## src/rtl/pipe_pkg.sv

```systemverilog
// pipe_pkg: shared types and constants for the pipeline hazard scoreboard
package pipe_pkg;
  localparam int DEF_DEPTH = 3;
  localparam logic [4:0] REG_ZERO = 5'd0;
  typedef enum logic [1:0] {ST_RUN = 2'd0, ST_STALL = 2'd1, ST_FREEZE = 2'd2} state_t;
  typedef struct packed {
    logic v;
    logic [4:0] dest;
  } entry_t;
endpackage

```

## src/rtl/hazard_tag_pipe.sv

```systemverilog
// hazard_tag_pipe: shift register of destination tags from EXE (entry 0) to WB (entry DEPTH-1)
module hazard_tag_pipe
  import pipe_pkg::*;
#(
  parameter int DEPTH = DEF_DEPTH
) (
  input  logic                  clk,
  input  logic                  rst,
  input  logic                  shift_en,
  input  entry_t                ins,
  output entry_t [DEPTH-1:0]    entries
);
  entry_t [DEPTH-1:0] ent_q, ent_d;
  always_comb begin
    ent_d = shift_en ? {ent_q[DEPTH-2:0], ins} : ent_q;
  end
  always_ff @(posedge clk) begin
    if (rst) ent_q <= '0;
    else ent_q <= ent_d;
  end
  assign entries = ent_q;
endmodule

```

## src/rtl/hazard_scoreboard.sv

```systemverilog
// hazard_scoreboard: RAW stall, memory freeze and branch flush scheduler beside the ID stage
module hazard_scoreboard
  import pipe_pkg::*;
#(
  parameter int DEPTH = DEF_DEPTH,
  parameter int CNT_W = 16
) (
  input  logic             clk,
  input  logic             rst,
  input  logic             id_valid,
  input  logic [4:0]       src1,
  input  logic [4:0]       src2,
  input  logic             uses_src2,
  input  logic             id_wb_en,
  input  logic [4:0]       id_dest,
  input  logic             mem_busy,
  input  logic             br_taken,
  output logic             hazard_stall,
  output logic             pipe_freeze,
  output logic             flush,
  output logic [1:0]       state,
  output logic [CNT_W-1:0] stall_count
);
  entry_t [DEPTH-1:0] ents;
  entry_t ins;
  state_t state_q, state_d;
  logic [CNT_W-1:0] cnt_q, cnt_d;
  logic match, issue;
  hazard_tag_pipe #(.DEPTH(DEPTH)) u_tags (
    .clk(clk),
    .rst(rst),
    .shift_en(~pipe_freeze),
    .ins(ins),
    .entries(ents)
  );
  always_comb begin
    match = 1'b0;
    for (int i = 0; i < DEPTH; i++)
      match = match | (ents[i].v & ((ents[i].dest == src1) | (uses_src2 & (ents[i].dest == src2))));
    match = match & id_valid;
    pipe_freeze = mem_busy & ~rst;
    flush = br_taken & ~mem_busy & ~rst;
    hazard_stall = match & ~flush & ~pipe_freeze & ~rst;
    issue = id_valid & ~hazard_stall & ~flush & ~pipe_freeze;
    // register 0 is stored invalid so it can never match a reader
    ins = issue ? {id_wb_en & (id_dest != REG_ZERO), id_dest} : '0;
    case (state_q)
      ST_FREEZE: state_d = mem_busy ? ST_FREEZE : (match & ~br_taken) ? ST_STALL : ST_RUN;
      default:   state_d = mem_busy ? ST_FREEZE : hazard_stall ? ST_STALL : ST_RUN;
    endcase
    cnt_d = ((hazard_stall | pipe_freeze) & ~&cnt_q) ? cnt_q + 1'b1 : cnt_q;
  end
  always_ff @(posedge clk) begin
    if (rst) begin
      state_q <= ST_RUN;
      cnt_q <= '0;
    end else begin
      state_q <= state_d;
      cnt_q <= cnt_d;
    end
  end
  assign state = state_q;
  assign stall_count = cnt_q;
endmodule
```

## config.mk

```make
export PLATFORM = sky130hd
export DESIGN_NAME = hazard_scoreboard
export DESIGN_NICKNAME = d
export VERILOG_FILES = /design/src/rtl/pipe_pkg.sv /design/src/rtl/hazard_tag_pipe.sv /design/src/rtl/hazard_scoreboard.sv
export SDC_FILE = /design/constraint.sdc
export NUM_CORES = 1
export LEC_CHECK = 0
export CAP_MARGIN = 20
export CORE_MARGIN = 2
export CORE_UTILIZATION = 53
export CTS_CLUSTER_DIAMETER = 40
export DETAILED_ROUTE_END_ITERATION = 6
export PLACE_DENSITY = 0.94
export SKIP_CTS_REPAIR_TIMING = 1
export SLEW_MARGIN = 20
export SYNTH_ARGS = -nofsm -noshare
export SYNTH_HDL_FRONTEND = slang
export SYNTH_SLANG_ARGS = --single-unit
```

## constraint.sdc

```tcl
create_clock -name clk -period 5.45 [get_ports clk]
set_clock_uncertainty 0.15 [all_clocks]
set_input_delay 1.09 -clock clk [delete_from_list [all_inputs] [get_ports clk]]
set_output_delay 1.09 -clock clk [all_outputs]
set_load 0.02 [all_outputs]
```

# Yosys cells after proc, flatten, opt, wreduce, memory -nomap -nowiden
# Index checks and enable logic that the tools add are counted.
totals:
  output_inout_bits: 21
  elab_cells: 56
  regBits: 36
  input_bits: 22
op_classes:
  bitwise_logic: 31
  mux: 6
  addsub: 1
  reduce_logical: 3
  n_eq_ne: 7
op_table:
  columns: ["operator", "count"]
  rows:
  - ["$eq A5 B5 Y1", 6]
  - ["$and A1 B1 Y1", 19]
  - ["$add A16 B1 Y16 const B", 1]
  - ["$reduce_and A16 Y1", 1]
  - ["$mux W2", 3]
  - ["$mux W6", 1]
  - ["$not A1 Y1", 6]
  - ["$or A1 B1 Y1", 6]
  - ["$reduce_bool A5 Y1", 1]
  - ["$eq A2 B2 Y1 const B", 1]
  - ["$mux W1", 2]
  - ["$logic_not A1 Y1", 1]

# Longest topological paths before layout
# Gate-level depths: netlist (run 1).
logic_depth:
  depth_word: 15
  mapped_depth: 8
  depth_no_buf: 8

# By module
# A second synthesis (run 1) with hierarchy kept.
unflattened:
  cells_unflattened: 229
  area_unflattened_um2: 2044.5
by_module_without_submodules:
  columns: ["mod", "cells_per_inst", "area_each_um2", "instances", "seq_area_each_um2"]
  rows:
  - ["hazard_scoreboard", 171, 1395.1, 1, 360.3]
  - ["hazard_tag_pipe", 58, 649.4, 1, 360.3]

# Least setup slack after synthesis (run 1)
# Ideal clock, no wire load.
synth_timing:
  path_kind: "input port to output port"
  startpoint: "input port mem_busy"
  endpoint: "output port flush"
  arrival_time_ps: 2093
  path_buffers: 2
  path_slack_ps: 2117
  required_ps: 4210
  cell_stages: 3
  path_cell_list: "clkbuf_8 clkbuf_1 nor3b_1"
synth_via:
  elab_chain_len: 3
synth_lines:
  columns: ["item", "line", "rtl"]
  rows:
  - ["from (decl)", "hazard_scoreboard.sv:16", "input logic mem_busy,"]
  - ["$not A1 Y1", "hazard_scoreboard.sv:42", "flush = br_taken & ~mem_busy & ~rst;"]
  - ["$and A1 B1 Y1 (2 in series)", "hazard_scoreboard.sv:42", null]
  - ["to (decl)", "hazard_scoreboard.sv:20", "output logic flush,"]
# Every way passes these cells.

# Worst setup path in the final report (run 1)
layout_timing:
  startpoint: "input port src2[4]"
  endpoint: "output port hazard_stall"
layout_via:
  elab_chain_len: 10
  word_cells_on_any_way: 18
  cone_classes: "eq/ne (3); bitwise (15)"
layout_lines:
  columns: ["item", "line", "rtl"]
  rows:
  - ["from (decl)", "hazard_scoreboard.sv:12", "input logic [4:0] src2,"]
  - ["$eq A5 B5 Y1", "hazard_scoreboard.sv:39", "match = match | (ents[i].v & ((ents[i].dest == src1) | (uses_src2 & (ents[i].dest == src2))));"]
  - ["$and A1 B1 Y1", "hazard_scoreboard.sv:39", null]
  - ["$or A1 B1 Y1", "hazard_scoreboard.sv:39", null]
  - ["$and A1 B1 Y1", "hazard_scoreboard.sv:39", null]
  - ["$or A1 B1 Y1", "hazard_scoreboard.sv:39", null]
  - ["$or A1 B1 Y1 *", "hazard_scoreboard.sv:39", null]
  - ["$and A1 B1 Y1 *", "hazard_scoreboard.sv:40", "match = match & id_valid;"]
  - ["$and A1 B1 Y1 * (3 in series)", "hazard_scoreboard.sv:43", "hazard_stall = match & ~flush & ~pipe_freeze & ~rst;"]
  - ["to (decl)", "hazard_scoreboard.sv:18", "output logic hazard_stall,"]
# Mark *: on every way between the ends. The rest lies on a longest branch, timed or not.

==> results_dict.tcl, run 1 <==
set metrics [dict create \
    route.met3.wl_um 252 \
    drive_above_1_share 0.0717 \
    r2r_setup_slack_ps 2910 \
    path_depth 8 \
    chipWidth_um 64.0 \
    yosysWarnings 0 \
    core_sq_um 3390 \
    wl_per_cell_um 13.8 \
    tritoncts "yes" \
    worstSetupStartpointType "primary input" \
    grt_pass1_vias 1538 \
    power.density_nw_per_um2 198 \
    dp_hpwl_mm 3.19 \
    finalHoldViolCount 0 \
    die_h_um 64.0 \
    hp-start "stall_count[6]" \
    p_leak_nw 0.922 \
    setup_tns_ps 0 \
    dr.max_layer_used "met4" \
    syn_avg_cell_area_sq_um 9.30 \
    required_ps 4210 \
    place_congestion 0.985 \
    slew_headroom 0.638 \
    cap_violations 0 \
    max_slew.worst_pin.slew_ps 539 \
    synthCells 205 \
    slowest_stage "clkdlybuf4s50_1" \
    detail_route.wirelength.met1_mm 1.95 \
    ys_ff_latch 36 \
    irDropWorstVdd_v 0.000145 \
    drtIter0Drc 106 \
    insertedDiodeCount 0 \
    cpPeakStageDelay_ps 590 \
    crit_start "src2[4]" \
    period_share 0.815 \
    die_area_sq_um 4090 \
    cts_buffer_depth 2 \
    htree_levels 2 \
    nets 273 \
    wl_mm 4.10 \
    grt_pass1_wl_mm 6.98 \
    ys_seq_area_frac 0.378 \
    worstReg2RegStart "u_tags.entries[4]" \
    overflow 0 \
    min-delay-path-class "reg2reg" \
    clk_pin_slew_ps 90 \
    start_util 0.562 \
    root_buffer "clkbuf_4" \
    critPathCapture "hazard_stall" \
    final.fill_count 250 \
    cts_buffers 5 \
    synthToLayoutAreaGrowth_pct 26.5 \
    vias_per_cell 5.40 \
    setup_viol 0 \
    critPathMostFrequentCell "clkdlybuf4s50_1" \
    clock_latency_ps 360 \
    drtPass1Iterations 4 \
    cp_max_fo 6 \
    pin_count 43 \
    antenna_found_initial 0 \
    io_buffers 42 \
    synth_fp_nets 228 \
    status "completed" \
    worstReg2RegEnd "stall_count[14]" \
    slew_violations 0 \
    vias 1604 \
    r2r_cells 8 \
    cp_top_family "buffers and inverters" \
    path_cells "clkdlybuf4s50_1 -> xor2_1 -> nor4_1 -> nand4_1 -> nand4_2 -> o21ai_4 -> inv_1 -> clkdlybuf4s50_1" \
    fmax_mhz 225 \
    crit_type "in2out" \
    min_period_ps 4440 \
    antenna_left 0 \
    cp_num_buf_inv 3 \
    placed_area_sq_um 2350 \
    route.detailed.drc 0 \
    worst-endpoint-arrival_ps 3200 \
    rsz0062_at_grt "false" \
    route.met2.wl_mm 1.83 \
    synth_cell_types 39 \
    design_area_sq_um 2410 \
    grt_usage 0.219 \
    clock-sinks 36 \
    synth_area_sq_um 1910 \
    grt_max_degree 27 \
    endpoint_kind "primary output" \
    core.rowCount 21 \
]
[worst min-delay path by stage]
stage,slack (ps),cells past startpoint,endpoint
2_1_floorplan,330,1,u_tags.entries[5]
3_3_place_gp,320,1,stall_count[5]
3_5_place_dp,330,1,stall_count[6]
4_1_cts,360,1,stall_count[6]
5_1_grt,390,1,stall_count[6]
6_report,350,1,stall_count[6]
[placed cells by master, fill, tap and decap left out, drive strengths merged, types with 3 or more instances in the layout]
cell           netlist  routed
or3                  3       3
a22o                 5       5
nor2                26      26
nand3               10      10
xnor2               15      15
nand2b               7       7
inv                  5       5
clkdlybuf4s50        0      42
nor3                 4       4
o21ai                5       5
clkbuf               4       8
a21oi                6       6
nor4                 7       7
nand2                6       6
nand4                9       9
xor2                20      20
mux2i               17      17
dfxtp               36      36
[sequential cells by signal, indices dropped and copies added, names as in the netlist]
register	flops
stall_count	16
state	2
u_tags.entries	18
[cell usage after synthesis (all sizes together)]
cell type  instances  area (sq um)
a2111oi            2          20.0
a211oi             1          7.51
a21oi              6          30.0
a22o               5          45.0
a31o               2          17.5
a32o               1          10.0
and2               1          6.26
and2b              1          7.51
and3               1          7.51
buf                2          22.5
clkbuf             4          25.0
clkinv             1          3.75
dfxtp             36           721
ha                 1          12.5
inv                5          18.8
mux2               1          11.3
mux2i             17           170
nand2              6          22.5
nand2b             7          43.8
nand3             10          50.1
nand4              9          62.6
nor2              26          97.6
nor2b              1          6.26
nor3               4          20.0
nor3b              1          7.51
nor4               7          43.8
nor4b              1          23.8
o21a               1          7.51
o21ai              5          40.0
o31ai              1          7.51
or3                3          18.8
or4                1          11.3
xnor2             15           131
xor2              20           175
[per-stage QoR]
step	util	power, mW	setup slack [ps]	instances	hold WS (ps)
finish	0.711	0.476	1010	297	347
global route	0.711	0.497	923	297	388
CTS	0.711	0.478	1020	297	355
detailed placement	0.694	0.332	1030	289	333
global placement	0.694	0.331	1040	289	322
floorplan	-	0.305	2120	205	334
[power by group]
part	total, mW	internal (mW)	switching, mW
combinational	0.0575	0.0303	0.0272
sequential	0.269	0.266	0.00325
clock	0.150	0.0636	0.0861
total	0.476	0.360	0.116
[area by class of cell]
| class | count | area, sq um | share of cell area |
|---|---|---|---|
| clock buffers | 8 | 58.8 | 0.0244 |
| inverters | 6 | 22.5 | 0.00935 |
| multi-input cells | 157 | 1110 | 0.463 |
| flip-flops and latches | 36 | 721 | 0.299 |
| well taps | 46 | 57.6 | 0.0239 |
| repair buffers | 44 | 435 | 0.181 |
[worst register-to-register path: cells and delay by family (launching register included)]
family | cells | cell delay, ps
XOR/XNOR | 1 | 120
flip-flops | 1 | 460
multiplexers | 1 | 370
AND/OR/NAND/NOR | 6 | 1320
[per-layer routing]
layer / GRT usage / up-vias
li1: - / 819
met1: 0.290 / 726
met2: 0.329 / 53
met3: 0.0704 / 6
met4: 0.0870 / 0
met5: 0 / -
[cells by family (layout without fill, tap and decap cells)]
kind of cell / count (synthesis) / after routing / synth area share
flip-flops: 36 / 36 / 0.378
adder cells (fa/ha/maj): 1 / 1 / 0.00656
XOR/XNOR: 35 / 35 / 0.161
multiplexers: 18 / 18 / 0.0952
AND/OR/NAND/NOR: 79 / 79 / 0.225
buffers and inverters: 12 / 58 / 0.0368
AO/OA/AOI/OAI: 24 / 24 / 0.0972
Power figures use the tool's default switching activity.
==> run 2: changes to the inputs <==
- CORE_UTILIZATION: 53 -> 45
- PLACE_DENSITY: 0.94 -> 0.86
- clock period: 5.45 -> 3.8 ns (I/O delays scaled with it)
==> run 2 against run 1 <==
Effect of this change: register-to-register slack lost 1500 ps; global-route usage fell by 2.6 points; sequential share of layout area shrank 1.6 points; critical endpoint is now pipe_freeze.
==> results_dict.tcl, run 2 (synthesis results as in run 1) <==
set metrics [dict create \
    placed_area_sq_um 2390 \
    clock-sinks 36 \
    pin_count 43 \
    crit_type "in2out" \
    met2_usage 0.335 \
    core.rowCount 23 \
    irDropWorstVdd_v 0.000170 \
    use_met3 0.0439 \
    htree_levels 2 \
    route.detailed.drc 0 \
    vias 1654 \
    cap_violations 0 \
    final_common_cell "clkdlybuf4s50_1" \
    min_period_ps 3410 \
    fin_util 0.632 \
    slew_headroom 0.659 \
    vias_per_cell 5.42 \
    endpoint_kind "primary output" \
    nets 277 \
    synthToLayoutAreaGrowth_pct 33.7 \
    drtIter0Drc 112 \
    clk_pin_slew_ps 70 \
    drive_above_1_share 0.0941 \
    finalHoldViolCount 0 \
    wl_per_cell_um 14.5 \
    insertedDiodeCount 0 \
    required_ps 2890 \
    core_sq_um 4030 \
    largest_register_ffs 18 \
    clock_latency_ps 290 \
    cts_buffers 5 \
    power.density_nw_per_um2 369 \
    antenna_left 0 \
    grt.busiest_layer "met2" \
    worst-endpoint-arrival_ps 2500 \
    tritoncts "yes" \
    slew_violations 0 \
    die_h_um 69.1 \
    start_util 0.473 \
    io_buffers 42 \
    final_cell_mix "clkdlybuf4s50_1 (41), dfxtp_1 (36), nor2_1 (26)" \
    slowest_stage "clkdlybuf4s50_1" \
    p_leak_nw 1.01 \
    dp_hpwl_mm 3.36 \
    period_share 0.897 \
    root_buffer "clkbuf_8" \
    setup_viol 0 \
    report.power.total_mw 0.941 \
    place_congestion 0.970 \
    max_slew.worst_pin.slew_ps 511 \
    path_cells "clkdlybuf4s50_1 -> buf_4 -> nand2b_1 -> clkinv_1 -> clkdlybuf4s50_1" \
    worstSetupStartpointType "primary input" \
    cp_top_family "buffers and inverters" \
    critPathMostFrequentCell "clkdlybuf4s50_1" \
    cpPeakStageDelay_ps 560 \
    chipWidth_um 69.1 \
    grt_usage 0.193 \
    rsz0062_at_grt "false" \
    met1_usage 0.229 \
    grt_pass1_wl_mm 7.35 \
    setup_tns_ps 0 \
    cp_max_fo 14 \
    overflow 0 \
    drtPass1Iterations 4 \
    grt_max_degree 21 \
    cts_buffer_depth 2 \
    fmax_mhz 293 \
    status "completed" \
    wl_mm 4.42 \
    cp_num_buf_inv 4 \
    die_area_sq_um 4770 \
    design_area_sq_um 2550 \
    grt_pass1_vias 1584 \
    antenna_found_initial 0 \
    min-delay-path-class "reg2reg" \
]
[run 2: changes by cell type in the layout (fill, tap and decap cells not counted), sizes merged]
cell           delta
buf               +4
bufinv            +3
clkbuf            -3
clkdlybuf4s50     -1
dlymetal6s2s      +1
[run 2: power by group]
part	total, mW	switching (mW)	internal, mW
combinational	0.0858	0.0396	0.0462
clock	0.470	0.142	0.328
sequential	0.385	0.00453	0.381
[run 2: layer usage]
| metal | part of all wire | up-vias |
|---|---|---|
| li1 | - | 826 |
| met2 | 0.50 | 50 |
| met3 | 0.053 | 11 |
| met1 | 0.42 | 767 |
| met5 | 0 | - |
| met4 | 0.021 | 0 |
[run 2: final timing paths]
check / start / endpoint / slack, ps / depth (start not counted)
max: rst / pipe_freeze / 390 / 5
min reg2reg: stall_count[5] / stall_count[5] / 360 / 1
max reg2reg: u_tags.entries[4] / stall_count[14] / 1410 / 8
min: stall_count[5] / stall_count[5] / 360 / 1
[run 2: area by class of cell]
class	instances	area [sq um]
inverters	6	22.5
multi-input cells	157	1110
clock buffers	5	68.8
well taps	50	62.6
repair buffers	48	468
flip-flops and latches	36	721
fillers	322	1480
clock inverters	3	90.1
[run 2: through the flow]
stage | hold slack, ps | std cells | setup slack, ps
global route | 377 | 305 | 284
floorplan | 334 | 205 | 1130
CTS | 361 | 305 | 57.6
finish | 358 | 305 | 391
global placement | 312 | 297 | 123
detailed placement | 335 | 297 | 65.0
==> run 3: changes to the inputs <==
- CORE_MARGIN: 2 -> 1.5
- CTS_BUF_LIST: unset -> sky130_fd_sc_hd__clkbuf_4 sky130_fd_sc_hd__clkbuf_8 sky130_fd_sc_hd__clkbuf_16
==> run 3 against run 2 <==
Effect of this change: design area down 1.5%; cell count down 0.33%; routed wire length down 0.23%; highest routed layer unchanged.
==> results_dict.tcl, run 3 (synthesis results as in run 1) <==
set metrics [dict create \
    clk_pin_slew_ps 70 \
    grt_max_degree 20 \
    r2r_setup_slack_ps 1340 \
    worstReg2RegEnd "stall_count[7]" \
    slew_headroom 0.628 \
    power.density_nw_per_um2 321 \
    largest_register_ffs 18 \
    fin_util 0.623 \
    final_common_cell "clkdlybuf4s50_1" \
    io_buffers 42 \
    wl_mm 4.41 \
    vias_per_cell 5.50 \
    slowest_stage "clkdlybuf4s50_1" \
    irDropWorstVdd_v 0.000205 \
    grt_pass1_vias 1578 \
    setup_viol 0 \
    worst-endpoint-arrival_ps 2750 \
    clockPowerShare 0.413 \
    p_leak_nw 0.959 \
    die_area_sq_um 4630 \
    htree_levels 2 \
    path_cells "clkdlybuf4s50_1 -> xor2_1 -> nor4_2 -> nand4_1 -> nand4_2 -> o21ai_4 -> inv_1 -> clkdlybuf4s50_1" \
    vias 1672 \
    root_buffer "clkbuf_8" \
    intPower_mw 0.620 \
    dp_hpwl_mm 3.29 \
    required_ps 2890 \
    clock_latency_ps 290 \
    grt_usage 0.204 \
    slew_violations 0 \
    pwr-share-seq 0.478 \
    worstSetupStartpointType "primary input" \
    core_sq_um 4030 \
    cts_buffers 5 \
    finalNonFillerCells 304 \
    tritoncts "yes" \
    status "completed" \
    cts_buffer_depth 2 \
    min-delay-path-class "reg2reg" \
    rsz0062_at_grt "false" \
    drtPass1Iterations 4 \
    wl_per_cell_um 14.5 \
    start_util 0.473 \
    dpl.cell_count 296 \
    final_cell_mix "clkdlybuf4s50_1 (42), dfxtp_1 (36), nor2_1 (26)" \
    drive_above_1_share 0.102 \
    max_slew.worst_pin.slew_ps 554 \
    period_share 0.962 \
    cp_top_family "buffers and inverters" \
    synthToLayoutAreaGrowth_pct 31.6 \
    chipWidth_um 68.1 \
    cp_num_buf_inv 3 \
    switching_share 0.231 \
    pin_count 43 \
    critPathMostFrequentCell "clkdlybuf4s50_1" \
    antenna_found_initial 0 \
    cap_violations 0 \
    nets 276 \
    hold_path_end "stall_count[6]" \
    worstReg2RegStart "u_tags.entries[4]" \
    place_congestion 0.935 \
    grt_pass1_wl_mm 6.98 \
    p_comb_frac 0.109 \
    p_sw_mw 0.186 \
    hold_depth 1 \
    hp-start "stall_count[6]" \
    r2r_cells 9 \
    clock-sinks 36 \
    die_h_um 68.1 \
    cpPeakStageDelay_ps 590 \
    drtIter0Drc 115 \
    cp_max_fo 4 \
    insertedDiodeCount 0 \
    setup_tns_ps 0 \
    fmax_mhz 274 \
    report.power.total_mw 0.806 \
    crit_type "in2out" \
    min_period_ps 3660 \
    endpoint_kind "primary output" \
    finalHoldViolCount 0 \
    overflow 0 \
    route.detailed.drc 0 \
    antenna_left 0 \
    whs_ps 350 \
    core.rowCount 23 \
]
## run 3: changes by cell type in the layout (fill, tap and decap cells not counted)
cell	previous run	this run
bufinv_16	3	1
dlymetal6s2s_1	1	0
clkdlybuf4s50_1	41	42
clkinvlp_4	0	1
clkinv_2	0	1
nor4_1	7	4
nor4_2	0	3
buf_4	6	5
## run 3: through the flow
stage,area (sq um),worst slack (ps)
final,2510,144
after floorplan,1910,1130
after global placement,2380,120
after CTS,2490,112
after detailed placement,2380,112
after global routing,2510,4.93
## run 3: power by group through the flow
stage	Combinational, mW	Sequential (mW)	Clock [mW]
final	0.0877	0.385	0.333
after global routing	0.0940	0.386	0.352
after CTS	0.0855	0.385	0.338
after detailed placement	0.0846	0.394	0
after global placement	0.0827	0.394	0
after floorplan	0.0425	0.394	0
## run 3: worst reg2reg max path, cell delays in order, from the launching register on
cell,delay (ps)
dfxtp_1,360
xor2_1,190
nor4_2,290
nand4_1,140
nand4_2,170
o21ai_4,70
buf_4,170
a21oi_1,470
a21oi_1,140
a31o_2,220
## run 3: layout make-up
class,instances,area [sq um]
flip-flops and latches,36,721
repair buffers,47,458
inverters,6,22.5
clock buffers,5,68.8
well taps,50,62.6
multi-input cells,157,1130
clock inverters,3,42.5
fillers,343,1520
## run 3: worst max path at each step
stage	slack [ps]	depth (start not counted)	end	from
finish	140	8	hazard_stall	src2[3]
floorplan	1130	3	flush	mem_busy
detailed placement	110	8	hazard_stall	src2[0]
global placement	120	8	hazard_stall	src2[4]
global route	5	8	hazard_stall	src2[0]
CTS	110	8	hazard_stall	src2[0]
## run 3: metal layers
layer / vias to the layer above / GRT usage / share of wire
li1: 819 / - / -
met1: 789 / 0.231 / 0.42
met2: 53 / 0.353 / 0.50
met3: 11 / 0.0625 / 0.056
met4: 0 / 0.0875 / 0.025
met5: - / 0 / 0
==> edit 1, RTL diff (flow settings as in run 2) <==
Put one more register stage on the output `stall_count`, with the module's reset. The value now appears one clock later. The other outputs are not delayed to match.
--- a/src/rtl/hazard_scoreboard.sv
+++ b/src/rtl/hazard_scoreboard.sv
@@ -60,5 +60,11 @@
     end
   end
   assign state = state_q;
-  assign stall_count = cnt_q;
+  always_ff @(posedge clk) begin
+    if (rst) begin
+      stall_count <= '0;
+    end else begin
+      stall_count <= cnt_q;
+    end
+  end
 endmodule
Formal check against the unedited RTL: not equivalent (a bounded check fails within 4 cycles, from zero or initial values and one cycle with rst high).
==> edit 1 against run 2 <==
Worst setup slack improved by 36 ps. Clock power down 18%. Sequential cell count rose by 16. Power increased by 8.8%. Wire length down 1.1%. Largest power group is now sequential cells. Worst hold slack worse by 30 ps. Critical path type unchanged. First-iteration DRC count shrank 31%. Critical path depth up 2. Final area up 14%. Highest routed layer unchanged. Via count grew 4.7%. Sequential share of layout area increased by 7.6 points. Area after synthesis is 20% higher.
==> edit 1: results (changes against run 2) <==
** Clock network
- Clk_lat worst skew :: 310 ps (+20 ps)
- The tree is rooted in a sky130_fd_sc_hd__clkbuf_8.
- Number of buffers created by CTS :: 5 (unchanged)
- Largest buffer count on any clock path :: 2 (unchanged)
- The clock transition at the registers of the reported paths is 100 ps (+30 ps).
- Total number of H-tree levels :: 2 (unchanged)

** Global routing
- The pin count of the biggest net entering global routing came to 41 (+95%).
- The via count of the first global-routing pass was 1657 (+4.6%).
- Wire length of the first global-routing pass :: 7.16 mm (-2.6%)
- The number of antenna violations at the first check in global routing came to 0 (unchanged).
- GRT Resource Usage Total :: 16.6% (-2.7 points)

** Route
- The via-per-instance ratio was 5.06 (-6.6%).
- The sum of routed wire length over all layers came to 4.37 mm (-1.1%).
- Number of optimization iterations in the first detailed-route pass :: 4 (unchanged)
- The starting DRC count in detailed routing came to 77 (-31%).

** Place
- Estimated wirelength of the detail-placed design :: 3.20 mm (-4.7%)
- The final weighted congestion of routability-driven global placement is 0.852 (-12%).
- Count of port buffers added during placement :: 42 (unchanged)
- Placed cell count :: 334 (+12%)

** Synth
- The multiplexer fraction of the synthesized cell area is 11.2% (+1.7 points).
- The synthesized area per cell came to 10.0 µm² (+7.8%).
- By area the synthesized netlist is led by sky130_fd_sc_hd__dfxtp_1, sky130_fd_sc_hd__xor2_1, sky130_fd_sc_hd__mux2i_1.
- The net count after synthesis was 251 (+10%).
- The XOR/XNOR share of the synthesized area is 12.3% (-3.8 points).
- Async S/R FF share, synth :: 0% (unchanged)
- The area share of fa/ha/maj cells after synthesis is 0.548% (-0.11 points).
- Leading cell types by count after synthesis :: sky130_fd_sc_hd__dfxtp_1, sky130_fd_sc_hd__nor2_1, sky130_fd_sc_hd__xor2_1
- EDFF count, synth :: 0 (unchanged)
- The post-synthesis cell type count was 40 (+2.6%).
- Synth Area in Compound Gates :: 6.90% (-2.8 points)
- The share of the yosys chip area belonging to registers came to 45.6% (+7.7 points).
- Synthesis warning total :: 0 (unchanged)
- Dominant register cell in the synthesized netlist :: sky130_fd_sc_hd__dfxtp_1

** Setup path
- Critical path data arrival time :: 2460 ps (-40 ps)
- The largest fanout on the critical path is 3 (-11).

** Run status
- Status :: finished, final reports clean

** Layout
- The number of antenna repair diodes was 0 (unchanged).
- The flip-flop count of the largest register, all copies and words added is 18 (unchanged).
- Post-layout nets :: 297 (+7.2%)
- Fraction of layout instances using a drive strength above 1 :: 12.4% (+3.0 points)
- The post-layout instance count excluding filler cells came to 342 (+12%).

** STA
- The max-slew violation count was 0 (unchanged).
- Tightest Pin Transition :: 613 ps (+102 ps)

** Pwr
- Worst vdd rail ir drop :: 0.000229 V (+34%)
- LEAKAGE :: 1.22 nW (+21%)

** Hold path
- The min-delay analysis places its worst path in the category flop to flop.
==> edit 1: cell count changes in the layout (fill, tap and decap cells not counted), moves of 5 or more <==
cell | run 2 | this run
sky130_fd_sc_hd__nand2b_1 | 7 | 0
sky130_fd_sc_hd__mux2_2 | 1 | 7
sky130_fd_sc_hd__xnor2_1 | 15 | 8
sky130_fd_sc_hd__mux2_1 | 0 | 5
sky130_fd_sc_hd__nor2b_1 | 1 | 12
sky130_fd_sc_hd__mux2i_1 | 17 | 12
sky130_fd_sc_hd__dfxtp_1 | 36 | 52
==> edit 1: final timing paths <==
path,slack [ps],end,cells past startpoint,startpoint
worst min register to register,330,stall_count[5],2,cnt_q[5]
worst max register to register,1410,cnt_q[10],7,u_tags.entries[2]
worst min-delay path,330,stall_count[5],2,cnt_q[5]
worst max-delay path,430,hazard_stall,7,src1[3]
==> edit 1: metrics by stage <==
stage                     hold WS, ps  util [%]  setup TNS, ps  setup slack (ps)  area, µm²
after floorplan                   278         -              0               933       2280
after global placement            290      57.7              0              47.1       2780
after detailed placement          311      57.7          -24.1             -24.1       2780
after CTS                         324      60.1          -23.6             -23.6       2890
after global routing              350      60.3              0               281       2900
final                             328      60.3              0               427       2900
==> edit 1: worst max-delay path, stage by stage <==
cell	delay (ps)
sky130_fd_sc_hd__clkdlybuf4s50_1	490
sky130_fd_sc_hd__xor2_1	190
sky130_fd_sc_hd__nor4_2	300
sky130_fd_sc_hd__a32oi_1	160
sky130_fd_sc_hd__and3_4	180
sky130_fd_sc_hd__a21oi_1	140
sky130_fd_sc_hd__dlymetal6s2s_1	250
==> edit 1: logic make-up after synthesis <==
kind of cell,count (synthesis)
mux,24
flops,52
fa+ha+maj,1
buf+inv,16
xor+xnor,32
simple gates,85
compound gates,18
==> edit 1: cell type report <==
cell class	count	area, µm²
fillers	413	1910
multi-input cells	160	1170
flip-flops and latches	52	1040
repair buffers	47	460
well taps	67	83.8
clock buffers	5	68.8
clock inverters	3	46.3
inverters	8	30.0
==> edit 1: power breakdown <==
part / total (mW) / internal [mW] / switching [mW]
Clock: 0.387 / 0.200 / 0.187
Combinational: 0.0843 / 0.0444 / 0.0400
Sequential: 0.553 / 0.549 / 0.00466
Total: 1.02 / 0.793 / 0.232
==> edit 1: layer usage <==
| metal | GRT usage (%) | wire length, µm |
|---|---|---|
| met2 | 26.0 | 2010 |
| met3 | 4.55 | 238 |
| met4 | 6.43 | 81 |
| met1 | 21.9 | 2040 |
| met5 | 0 | 0 |
==> edit 2, RTL diff (flow settings as in run 2) <==
Without the edit above. The package constant `REG_ZERO` goes from 5'd0 to 5'd1.
--- a/src/rtl/pipe_pkg.sv
+++ b/src/rtl/pipe_pkg.sv
@@ -1,7 +1,7 @@
 // pipe_pkg: shared types and constants for the pipeline hazard scoreboard
 package pipe_pkg;
   localparam int DEF_DEPTH = 3;
-  localparam logic [4:0] REG_ZERO = 5'd0;
+  localparam logic [4:0] REG_ZERO = 5'd1;
   typedef enum logic [1:0] {ST_RUN = 2'd0, ST_STALL = 2'd1, ST_FREEZE = 2'd2} state_t;
   typedef struct packed {
     logic v;
Check against the original RTL: not equivalent (Yosys sat finds a counterexample within 4 cycles, from zero or initial values and one cycle with rst high).
==> edit 2 against run 2 <==
Via count shrank 2.3%. Combinational power shrank 0.5%. Sequential cell count is the same. Critical path type unchanged. Register-to-register slack lost 60 ps. Wire length shrank 1.4%. Highest routed layer unchanged. Synthesized cell count shrank 0.49%. Largest power group unchanged. Non-clock buffer count shrank 2. Area after synthesis shrank 0.13%. Worst setup slack lost 57 ps. Final area shrank 0.44%. Sequential power is essentially flat. Power shrank 0.34%. Global-route usage shrank 0.67 points.
==> edit 2: results (changes against run 2) <==
** Place
- The number of placed instances, taps included came to 294 (-1.0%).
- The sum of net half-perimeters after detailed placement is 3.27 mm (-2.8%).
- Standard cell area after detailed placement :: 0.00237 mm² (-0.73%)
- The final weighted congestion of routability-driven global placement came to 0.902 (-7.0%).

** Route
- DR vias/cell :: 5.35 (-1.3%)
- The sum of routed wire length over all layers came to 4.36 mm (-1.4%).
- Violation count after the first detailed-routing iteration :: 89 (-21%)

** Layout
- Filler Cells Inserted :: 344 (+6.8%)
- Fraction of layout instances using a drive strength above 1 :: 9.13% (-0.28 points)
- Final cell count without fillers :: 302 (-0.98%)
- Post-layout nets :: 274 (-1.1%)
- The flip-flop count of the largest register, all copies and words added is 18 (unchanged).

** Global routing
- GRT Resource Usage Total :: 18.6% (-0.67 points)
- The via count of the first global-routing pass was 1523 (-3.9%).
- Largest net degree at the start of global routing :: 29 (+38%)
- The wire length of the first global-routing pass is 7.18 mm (-2.3%).

** STA
- The slew at the pin closest to its max-slew limit is 561 ps (+49.9 ps).

** Synth
- Sequential cell area fraction in the yosys report :: 37.9% (+0.050 points)
- The synthesized area per cell was 9.33 µm² (+0.36%).
- Async S/R FF share, synth :: 0% (unchanged)
- Leading cell types by count after synthesis :: sky130_fd_sc_hd__dfxtp_1, sky130_fd_sc_hd__nor2_1, sky130_fd_sc_hd__xor2_1
- Most area-consuming cells after synthesis :: sky130_fd_sc_hd__dfxtp_1, sky130_fd_sc_hd__xor2_1, sky130_fd_sc_hd__mux2i_1
- Synthesis warning total :: 0 (unchanged)
- Synth Net Count :: 227 (-0.44%)
- Number of unique standard cell types used by synthesis :: 39 (unchanged)

** Setup path
- The longest individual stage delay on the worst path was 660 ps (+100 ps).
- The data arrival at the endpoint of the critical path is 2560 ps (+60 ps).
- The largest fanout on the critical path is 7 (-7).

** Pwr
- The power density over the cells is 370 mW/mm² (+0.10%).
- The worst vdd rail ir drop was 0.000224 V (+32%).
- LEAKAGE :: 0.994 nW (-1.1%)

** Clock network
- The depth of the CTS H-tree came to 2 (unchanged).
- Number of buffers created by CTS :: 5 (unchanged)

** Run status
- The run finished with clean final reports.
## edit 2: changes by cell type after synthesis, sizes merged
cell	run 2	this run
nor4	7	8
nor2	26	25
nor3	4	3
## edit 2: final cells by class
class,count,area share (%)
repair buffers,46,17.9
multi-input cells,156,44.1
clock inverters,3,3.55
clock buffers,5,2.71
well taps,50,2.47
flip-flops and latches,36,28.4
inverters,6,0.888
## edit 2: through the flow
| stage | setup WS (ps) | hold WS, ps |
|---|---|---|
| after floorplan | 1130 | 334 |
| after global placement | 123 | 316 |
| after detailed placement | 89.0 | 334 |
| after CTS | 7.40 | 351 |
| after global routing | 296 | 373 |
| final | 334 | 341 |
## edit 2: logic make-up (layout without fill, tap and decap cells)
| group | count (synthesis) | count (layout) | synth area share (%) |
|---|---|---|---|
| and+or+nand+nor | 78 | 78 | 22.4 |
| DFF | 36 | 36 | 37.9 |
| xor gates and xnor gates | 35 | 35 | 16.1 |
| AOI/OAI and AO/OA | 24 | 24 | 9.73 |
| muxes | 18 | 18 | 9.53 |
| buffers and inverters | 12 | 60 | 3.68 |
| adders and majority gates | 1 | 1 | 0.657 |
## edit 2: worst paths after layout
path	slack, ps	startpoint	end
worst min-delay path	340	stall_count[6]	stall_count[6]
worst max-delay path	330	rst	pipe_freeze
worst min register to register	340	stall_count[6]	stall_count[6]
worst max register to register	1350	u_tags.entries[4]	stall_count[14]
## edit 2: worst max-delay path: cells and delay by family
kind / cells / cell delay [ps]
simple gates: 1 / 300
buf+inv: 3 / 1490
## edit 2: power by group
group | switching [mW] | internal, mW | total, mW | leakage, nW
Sequential | 0.00466 | 0.381 | 0.385 | 0.291
Clock | 0.139 | 0.328 | 0.467 | 0.0784
Combinational | 0.0405 | 0.0448 | 0.0854 | 0.625
## edit 2: per-layer routing
layer	vias up	share of wire (%)	GRT usage, %
li1	812	-	-
met5	-	0	0
met3	4	4.9	4.39
met1	750	47	24.3
met4	0	0.99	5.88
met2	50	47	30.2
